$ cat src/rtl/addsub_arbiter_2ch.sv
// Two-channel round-robin arbiter feeding one shared add/subtract datapath.
// Grants in IDLE, computes in EXEC, and holds the registered result in RESP until it is consumed.
module addsub_arbiter_2ch #(
  parameter int WIDTH = 4
) (
  input  logic             clk,
  input  logic             RESET,
  input  logic             req0_valid,
  input  logic [WIDTH-1:0] req0_a,
  input  logic [WIDTH-1:0] req0_b,
  input  logic             req0_sel,
  output logic             req0_ready,
  input  logic             req1_valid,
  input  logic [WIDTH-1:0] req1_a,
  input  logic [WIDTH-1:0] req1_b,
  input  logic             req1_sel,
  output logic             req1_ready,
  output logic             rsp_valid,
  output logic             rsp_id,
  output logic [WIDTH-1:0] rsp_sum,
  output logic             rsp_cout,
  input  logic             rsp_ready,
  output logic             busy,
  output logic [1:0]       state_dbg
);

  // Handshakes: a transfer happens on the rising edge where valid && ready are
  // both high. reqN_ready never depends on anything but state, prio and the
  // valids. rsp_valid stays high, with the payload stable, until rsp_ready.
  typedef enum logic [1:0] {
    IDLE = 2'd0,
    EXEC = 2'd1,
    RESP = 2'd2
  } state_t;

  state_t           state;
  state_t           state_nxt;
  logic             prio;
  logic [WIDTH-1:0] op_a;
  logic [WIDTH-1:0] op_b;
  logic             op_sel;
  logic             op_id;
  logic             grant_id;
  logic             grant_any;
  logic             take;
  logic [WIDTH:0]   dp_res;

  // prio only breaks ties; a lone requester always wins.
  always_comb begin
    grant_any = req0_valid | req1_valid;
    if (req0_valid && req1_valid) grant_id = prio;
    else                          grant_id = req1_valid;
  end

  always_comb begin
    state_nxt  = state;
    req0_ready = 1'b0;
    req1_ready = 1'b0;
    take       = 1'b0;
    case (state)
      IDLE: begin
        if (grant_any) begin
          req0_ready = ~grant_id;
          req1_ready = grant_id;
          take       = 1'b1;
          state_nxt  = EXEC;
        end
      end
      EXEC: state_nxt = RESP;
      RESP: if (rsp_ready) state_nxt = IDLE;
      default: state_nxt = IDLE;
    endcase
  end

  // Subtract as a + ~b + 1; the carry-out then reads as "no borrow" (a >= b).
  always_comb begin
    dp_res = {1'b0, op_a} + {1'b0, (op_sel ? ~op_b : op_b)} + {{WIDTH{1'b0}}, op_sel};
  end

  always_ff @(posedge clk or negedge RESET) begin
    if (!RESET) begin
      state    <= IDLE;
      prio     <= 1'b0;
      op_a     <= '0;
      op_b     <= '0;
      op_sel   <= 1'b0;
      op_id    <= 1'b0;
      rsp_sum  <= '0;
      rsp_cout <= 1'b0;
      rsp_id   <= 1'b0;
    end else begin
      state <= state_nxt;
      if (take) begin
        op_a   <= grant_id ? req1_a   : req0_a;
        op_b   <= grant_id ? req1_b   : req0_b;
        op_sel <= grant_id ? req1_sel : req0_sel;
        op_id  <= grant_id;
        prio   <= ~grant_id;
      end
      if (state == EXEC) begin
        rsp_sum  <= dp_res[WIDTH-1:0];
        rsp_cout <= dp_res[WIDTH];
        rsp_id   <= op_id;
      end
    end
  end

  assign rsp_valid = (state == RESP);
  assign busy      = (state != IDLE);
  assign state_dbg = state;

endmodule

$ cat config.mk
export PLATFORM = sky130hd
export DESIGN_NAME = addsub_arbiter_2ch
export DESIGN_NICKNAME = d
export VERILOG_FILES = /design/src/rtl/addsub_arbiter_2ch.sv
export SDC_FILE = /design/constraint.sdc
export NUM_CORES = 1
export LEC_CHECK = 0
export ABC_AREA = 1
export CAP_MARGIN = 30
export CORE_UTILIZATION = 54
export CTS_BUF_LIST = sky130_fd_sc_hd__clkbuf_8 sky130_fd_sc_hd__clkbuf_16
export CTS_CLUSTER_SIZE = 8
export DETAILED_ROUTE_END_ITERATION = 8
export DONT_BUFFER_PORTS = 1
export GPL_TIMING_DRIVEN = 1
export MAX_ROUTING_LAYER = met4
export PLACE_DENSITY = 0.72
export SYNTH_ARGS = -nofsm -noshare
export SYNTH_HDL_FRONTEND = slang
export SYNTH_SLANG_ARGS = --single-unit
$ cat constraint.sdc
create_clock -name clk -period 1.46 [get_ports clk]
set_input_delay 0.219 -clock clk [delete_from_list [all_inputs] [get_ports clk]]
set_output_delay 0.219 -clock clk [all_outputs]
set_load 0.005 [all_outputs]
==> flow_summary.json, run 1 <==
{
  "antenna_found_initial": 0,
  "h-tree-depth": 1,
  "gp_congestion": 0.7952,
  "synth_edf_count": 0,
  "clkPwrFrac": 0.122,
  "hold_path_class": "primary input to flip-flop",
  "mostFrequentLayoutCell": "nand2_1",
  "numPortBuffers": 0,
  "setup_violations": 0,
  "clk_pin_slew_ps": 70,
  "start_util": 0.5943,
  "io_pins": 35,
  "die-height_um": 46.07,
  "intPower_uw": 1671,
  "final_nets": 154,
  "coreArea_um2": 1764,
  "ys.flop_type": "dfrtp_1",
  "crit_chain": "xor2_1 > ha_1 > nand2_1 > inv_1 > nand2_1 > nand2_1 > nand2_1 > nand3_1 > nand2_1",
  "final.setup.tns_ps": 0,
  "ys_seq_elements": 19,
  "dp.cells": 144,
  "final_cell_mix": "nand2_1 (29), dfrtp_1 (18), o21ai_2 (15)",
  "top_usage_layer": "met2",
  "synthAdderAreaFrac": 0.05489,
  "worstPathRequired_ps": 1610,
  "syn_area_per_cell_um2": 8.886,
  "cts-root-buf": "clkbuf_8",
  "cts_tree": "done",
  "fmax_mhz": 696.0,
  "dpl.hpwl_mm": 1.397,
  "path_class": "flip-flop to flip-flop",
  "crit_arrival_ps": 1590,
  "ys_async_sr_fraction": 1.000,
  "drtIter0Drc": 2,
  "cp_top_family": "flip-flops",
  "dr.pass1.iters": 2,
  "max_slew_margin": 0.4375,
  "swShare": 0.4448,
  "ant_nets": 0,
  "synth_xor_xnor_area_share": 0.03341,
  "clock-sinks": 19,
  "p_leak_uw": 0.0005824,
  "die_w_um": 46.07,
  "p_seq_frac": 0.336,
  "max_stage_delay_ps": 440,
  "synthSimpleGateAreaFrac": 0.2232,
  "fin_crit_sh": 0.9842,
  "power_switching_uw": 1339,
  "met2_usage": 0.3775,
  "layout-drive-gt1-share": 0.3492,
  "ir_worst_vdd_v": 0.001212,
  "slew_violations": 0,
  "vias": 772,
  "antennaDiodeCount": 0,
  "cp_common_cell": "nand2_1",
  "worstMarginPinSlew_ps": 841.0,
  "syn_nets": 145,
  "slowest_stage": "dfrtp_2",
  "powerDensity_nw_per_um2": 2542,
  "yosysSeqAreaShare": 0.4535,
  "yosysWarningCount": 0,
  "wirelength_mm": 1.856,
  "grt_pass1_wl_mm": 3.098,
  "layout_min_cycle_time_ps": 1437,
  "clk_latency_ps": 260,
  "comb_power_share": 0.543,
  "grt_pass1_vias": 774,
  "grt_overflow_total": 0,
  "synth-compound-area-share": 0.1671,
  "startpoint_type": "flip-flop",
  "grt_max_degree": 20,
  "worstPathMaxFanout": 4,
  "muxShareOfSynthArea": 0,
  "use_met1": 0.2366,
  "area_growth_pct": 12.89,
  "rsz0062_at_grt": "true",
  "wl_per_cell_um": 12.29,
  "drc": 0,
  "rows": 15,
  "r2r_slack_ps": 20,
  "outcome": "completed",
  "maxCapViolCount": 0,
  "stdcell_count": 151,
  "cts_buffers": 3,
  "critPathBufInv": 1,
  "grtUsageMet3": 0.03922,
  "grt_use_total": 0.2191,
  "ys_types": 22,
  "fin_skew_ps": 3.083,
  "power_uw": 3009,
  "end_kind": "flip-flop",
  "vias_per_cell": 5.113,
  "netlist_area_um2": 1049,
  "hold_viol_final": 0,
  "die_area_um2": 2122,
  "cts.path.max_buffers": 2,
  "synth_top_family_by_area": "simple AND/OR/NAND/NOR gates",
  "synthCells": 118
}
-- registers in the layout (all words and copies together) (netlist names) --
| name | flops |
|---|---|
| rsp_cout | 1 |
| rsp_sum | 4 |
| op_sel | 1 |
| prio | 1 |
| op_a | 4 |
| rsp_id | 1 |
| op_b | 4 |
| state_dbg | 2 |
| op_id | 1 |
-- logic make-up (layout without fill, tap and decap cells) --
kind of cell | after synthesis | in the layout
buffers and inverters | 16 | 24
DFF | 19 | 19
xor gates and xnor gates | 4 | 4
AOI/OAI and AO/OA | 23 | 23
adders and majority gates | 4 | 4
and+or+nand+nor | 52 | 52
-- cell usage after synthesis (3+ instances only) --
library cell | n | area share
nand2_1 | 31 | 0.11
dfrtp_1 | 19 | 0.45
o21ai_2 | 14 | 0.12
nor2_1 | 11 | 0.039
inv_1 | 7 | 0.025
inv_2 | 6 | 0.021
nand3_1 | 4 | 0.019
o21ai_0 | 4 | 0.019
ha_1 | 3 | 0.036
xor2_1 | 3 | 0.025
-- area by class of cell --
class                   count  area [um^2]
multi-input cells          83        528.0
repair buffers              6        47.55
flip-flops and latches     19        476.7
clock inverters             1        3.754
fillers                   164        580.6
clock buffers               3        41.29
well taps                  25        31.28
inverters                  14        55.05
-- routing by layer --
layer / vias to the layer above / part of all wire
met4: 0 / 0.020
met1: 353 / 0.45
li1: 392 / -
met3: 5 / 0.036
met5: - / 0
met2: 22 / 0.50
-- per-stage QoR --
stage	instance area, um^2	utilization	hold slack (ps)	setup WS, ps
after floorplan	1051	-	-76.59	8.683
after global placement	1089	0.6170	-76.17	41.96
after detailed placement	1089	0.6170	-76.18	-25.98
after CTS	1166	0.6610	66.50	8.672
after global routing	1184	0.6709	61.29	-115.8
final	1184	0.6709	65.88	23.13
-- power by group through the flow --
stage | Sequential, uW | Clock, uW | Combinational (uW)
after detailed placement | 1010 | 0 | 1480
after global routing | 1040 | 394 | 1860
after floorplan | 952 | 0 | 1250
after global placement | 1000 | 0 | 1420
final | 1010 | 366 | 1630
after CTS | 1010 | 374 | 1560
-- what timing repair did --
action	4_1_cts	5_1_grt
resized for setup	2	6
buffers inserted	2	0
setup endpoints to repair	3	4
endpoints found under the hold margin	19	0
hold buffers	1	0
pin swaps	2	3
-- final timing paths --
| kind | startpoint | to | depth (start not counted) |
|---|---|---|---|
| worst min register to register | op_a[2]$_DFFE_PN0P_ | op_a[2]$_DFFE_PN0P_ | 2 |
| worst max-delay path | op_sel$_DFFE_PN0P_ | rsp_sum[3]$_DFFE_PN0N_ | 9 |
| worst max register to register | op_sel$_DFFE_PN0P_ | rsp_sum[3]$_DFFE_PN0N_ | 9 |
| max in group asynchronous | RESET | op_sel$_DFFE_PN0P_ | 1 |
| min in group asynchronous | RESET | rsp_sum[0]$_DFFE_PN0N_ | 1 |
| worst min-delay path | rsp_ready | state_dbg[1]$_DFFE_PN0P_ | 1 |
(Power assumes the default switching activity.)
==> run 2: changes to the inputs <==
Clock period 1.46 ns to 1.25 ns, I/O delays scaled along.
==> run 2 against run 1 <==
Compared with the run above: the run now ends with negative setup slack left; largest cell class unchanged; highest routed layer unchanged; sequential share of layout area down 2.6 points; fmax fell by 1.4%; sequential cell count did not move; final area rose by 6.8%; largest power group unchanged.
==> flow_summary.json, run 2 (synthesized netlist as in run 1, its figures left out) <==
{
  "grt_pass1_wl_mm": 3.215,
  "setup_violations": 6,
  "rsz0062_at_grt": "true",
  "antennaDiodeCount": 0,
  "power_switching_uw": 1621,
  "met1_length_um": 817,
  "p_leak_uw": 0.0006264,
  "critPathBufInv": 1,
  "slew_violations": 0,
  "numPortBuffers": 0,
  "die_w_um": 46.07,
  "max_stage_delay_ps": 450,
  "ir_worst_vdd_v": 0.001570,
  "worstPathRequired_ps": 1400,
  "dr_wl_met2_mm": 1.049,
  "place_area_um2": 1110,
  "violations": "negative setup slack",
  "vias_per_cell": 5.064,
  "grt_max_degree": 20,
  "wl_met3_um": 69,
  "crit_chain": "xor2_1 > ha_1 > nand2_1 > inv_1 > nand2_1 > nand2_1 > nand2_1 > nand3_1 > nand2_1",
  "slowest_stage": "dfrtp_2",
  "end_kind": "flip-flop",
  "cts_buffers": 3,
  "place_ws_ps": -220.1,
  "final_cell_mix": "nand2_1 (28), dfrtp_1 (18), o21ai_2 (14)",
  "area_growth_pct": 20.52,
  "p_seq_frac": 0.321,
  "final_area_um2": 1264,
  "drc": 0,
  "cp_top_family": "flip-flops",
  "cp_common_cell": "nand2_1",
  "drtIter0Drc": 7,
  "power_uw": 3704,
  "grt_use_total": 0.2237,
  "clk_pin_slew_ps": 70,
  "powerDensity_nw_per_um2": 2931,
  "reg_top3": "op_a: 4 flops, op_b: 4 flops, rsp_sum: 4 flops",
  "max_slew_margin": 0.4388,
  "wirelength_mm": 1.970,
  "cts-root-buf": "clkbuf_8",
  "startpoint_type": "flip-flop",
  "final_nets": 160,
  "fill_cells": 137,
  "clock-sinks": 19,
  "fin_ws_ps": -206.6,
  "layout-drive-gt1-share": 0.3864,
  "fmax_mhz": 686.5,
  "clkPwrFrac": 0.112,
  "ant_nets": 0,
  "cts.path.max_buffers": 2,
  "layout_min_cycle_time_ps": 1457,
  "wl_per_cell_um": 12.55,
  "dr.pass1.iters": 4,
  "fin_crit_sh": 1.165,
  "grt_overflow_total": 0,
  "grt_pass1_vias": 805,
  "die-height_um": 46.07,
  "coreArea_um2": 1764,
  "antenna_found_initial": 0,
  "io_pins": 35,
  "intPower_uw": 2083,
  "highest_layer": "met4",
  "clk_latency_ps": 250,
  "cts_tree": "done",
  "fin_skew_ps": 1.199,
  "swShare": 0.4376,
  "crit_arrival_ps": 1610,
  "dpl.hpwl_mm": 1.481,
  "die_area_um2": 2122,
  "start_util": 0.5943,
  "vias": 795,
  "mostFrequentLayoutCell": "nand2_1",
  "comb_power_share": 0.567,
  "hold_path_class": "primary input to flip-flop",
  "h-tree-depth": 1,
  "path_class": "flip-flop to flip-flop",
  "gp_congestion": 0.7651,
  "worstMarginPinSlew_ps": 839.1,
  "outcome": "finished, violations left",
  "hold_viol_final": 0,
  "rows": 15,
  "maxCapViolCount": 0,
  "worstPathMaxFanout": 5
}
[run 2: cell count changes in the layout (fill, tap and decap cells not counted), sizes merged]
cell / before / now
buf: 5 / 11
[run 2: power by group through the flow]
| stage | clock network [uW] | logic (uW) | registers (uW) |
|---|---|---|---|
| floorplan | 0 | 1540 | 1120 |
| global placement | 0 | 1740 | 1180 |
| detailed placement | 0 | 1800 | 1190 |
| global route | 456 | 2370 | 1230 |
| CTS | 432 | 1950 | 1190 |
| finish | 414 | 2100 | 1190 |
[run 2: through the flow]
stage	std cells	utilization	setup TNS [ps]	hold WS, ps
2_1_floorplan	118	-	-387.7	-108.1
3_3_place_gp	145	0.6291	-492.8	-107.7
3_5_place_dp	145	0.6291	-653.8	-107.7
4_1_cts	154	0.6816	-759.9	26.73
5_1_grt	157	0.7163	-1308	53.20
6_report	157	0.7163	-711.5	29.89
[run 2: repair_timing]
item,4_1_cts,5_1_grt
pin swaps,5,4
endpoints found under the hold margin,19,0
gates cloned,0,0
buffers inserted,4,3
setup endpoints to repair,6,16
resized for setup,4,10
hold buffers,1,0
[run 2: layer usage]
metal | vias up | global-route usage
met5 | - | -
met4 | 0 | 0.1118
met3 | 5 | 0.03922
met2 | 26 | 0.3944
met1 | 362 | 0.2375
li1 | 402 | -
[run 2: final timing paths]
| path | start | endpoint | slack [ps] | cells past startpoint |
|---|---|---|---|---|
| min reg2reg | op_a[2]$_DFFE_PN0P_ | op_a[2]$_DFFE_PN0P_ | 500 | 2 |
| max | op_sel$_DFFE_PN0P_ | rsp_sum[3]$_DFFE_PN0N_ | -210 | 9 |
| max in group asynchronous | RESET | op_sel$_DFFE_PN0P_ | 200 | 1 |
| max reg2reg | op_sel$_DFFE_PN0P_ | rsp_sum[3]$_DFFE_PN0N_ | -210 | 9 |
| min in group asynchronous | RESET | rsp_sum[1]$_DFFE_PN0N_ | 480 | 1 |
| min | rsp_ready | state_dbg[1]$_DFFE_PN0P_ | 30 | 1 |
[run 2: cell type report]
| type | count | area (um^2) | area share |
|---|---|---|---|
| Clock buffer | 3 | 41.29 | 0.03267 |
| Clock inverter | 1 | 3.754 | 0.002970 |
| Inverter | 14 | 60.06 | 0.04752 |
| Multi-Input combinational cell | 83 | 543.0 | 0.4297 |
| Sequential cell | 19 | 476.7 | 0.3772 |
| Tap cell | 25 | 31.28 | 0.02475 |
| Timing Repair Buffer | 12 | 107.6 | 0.08515 |
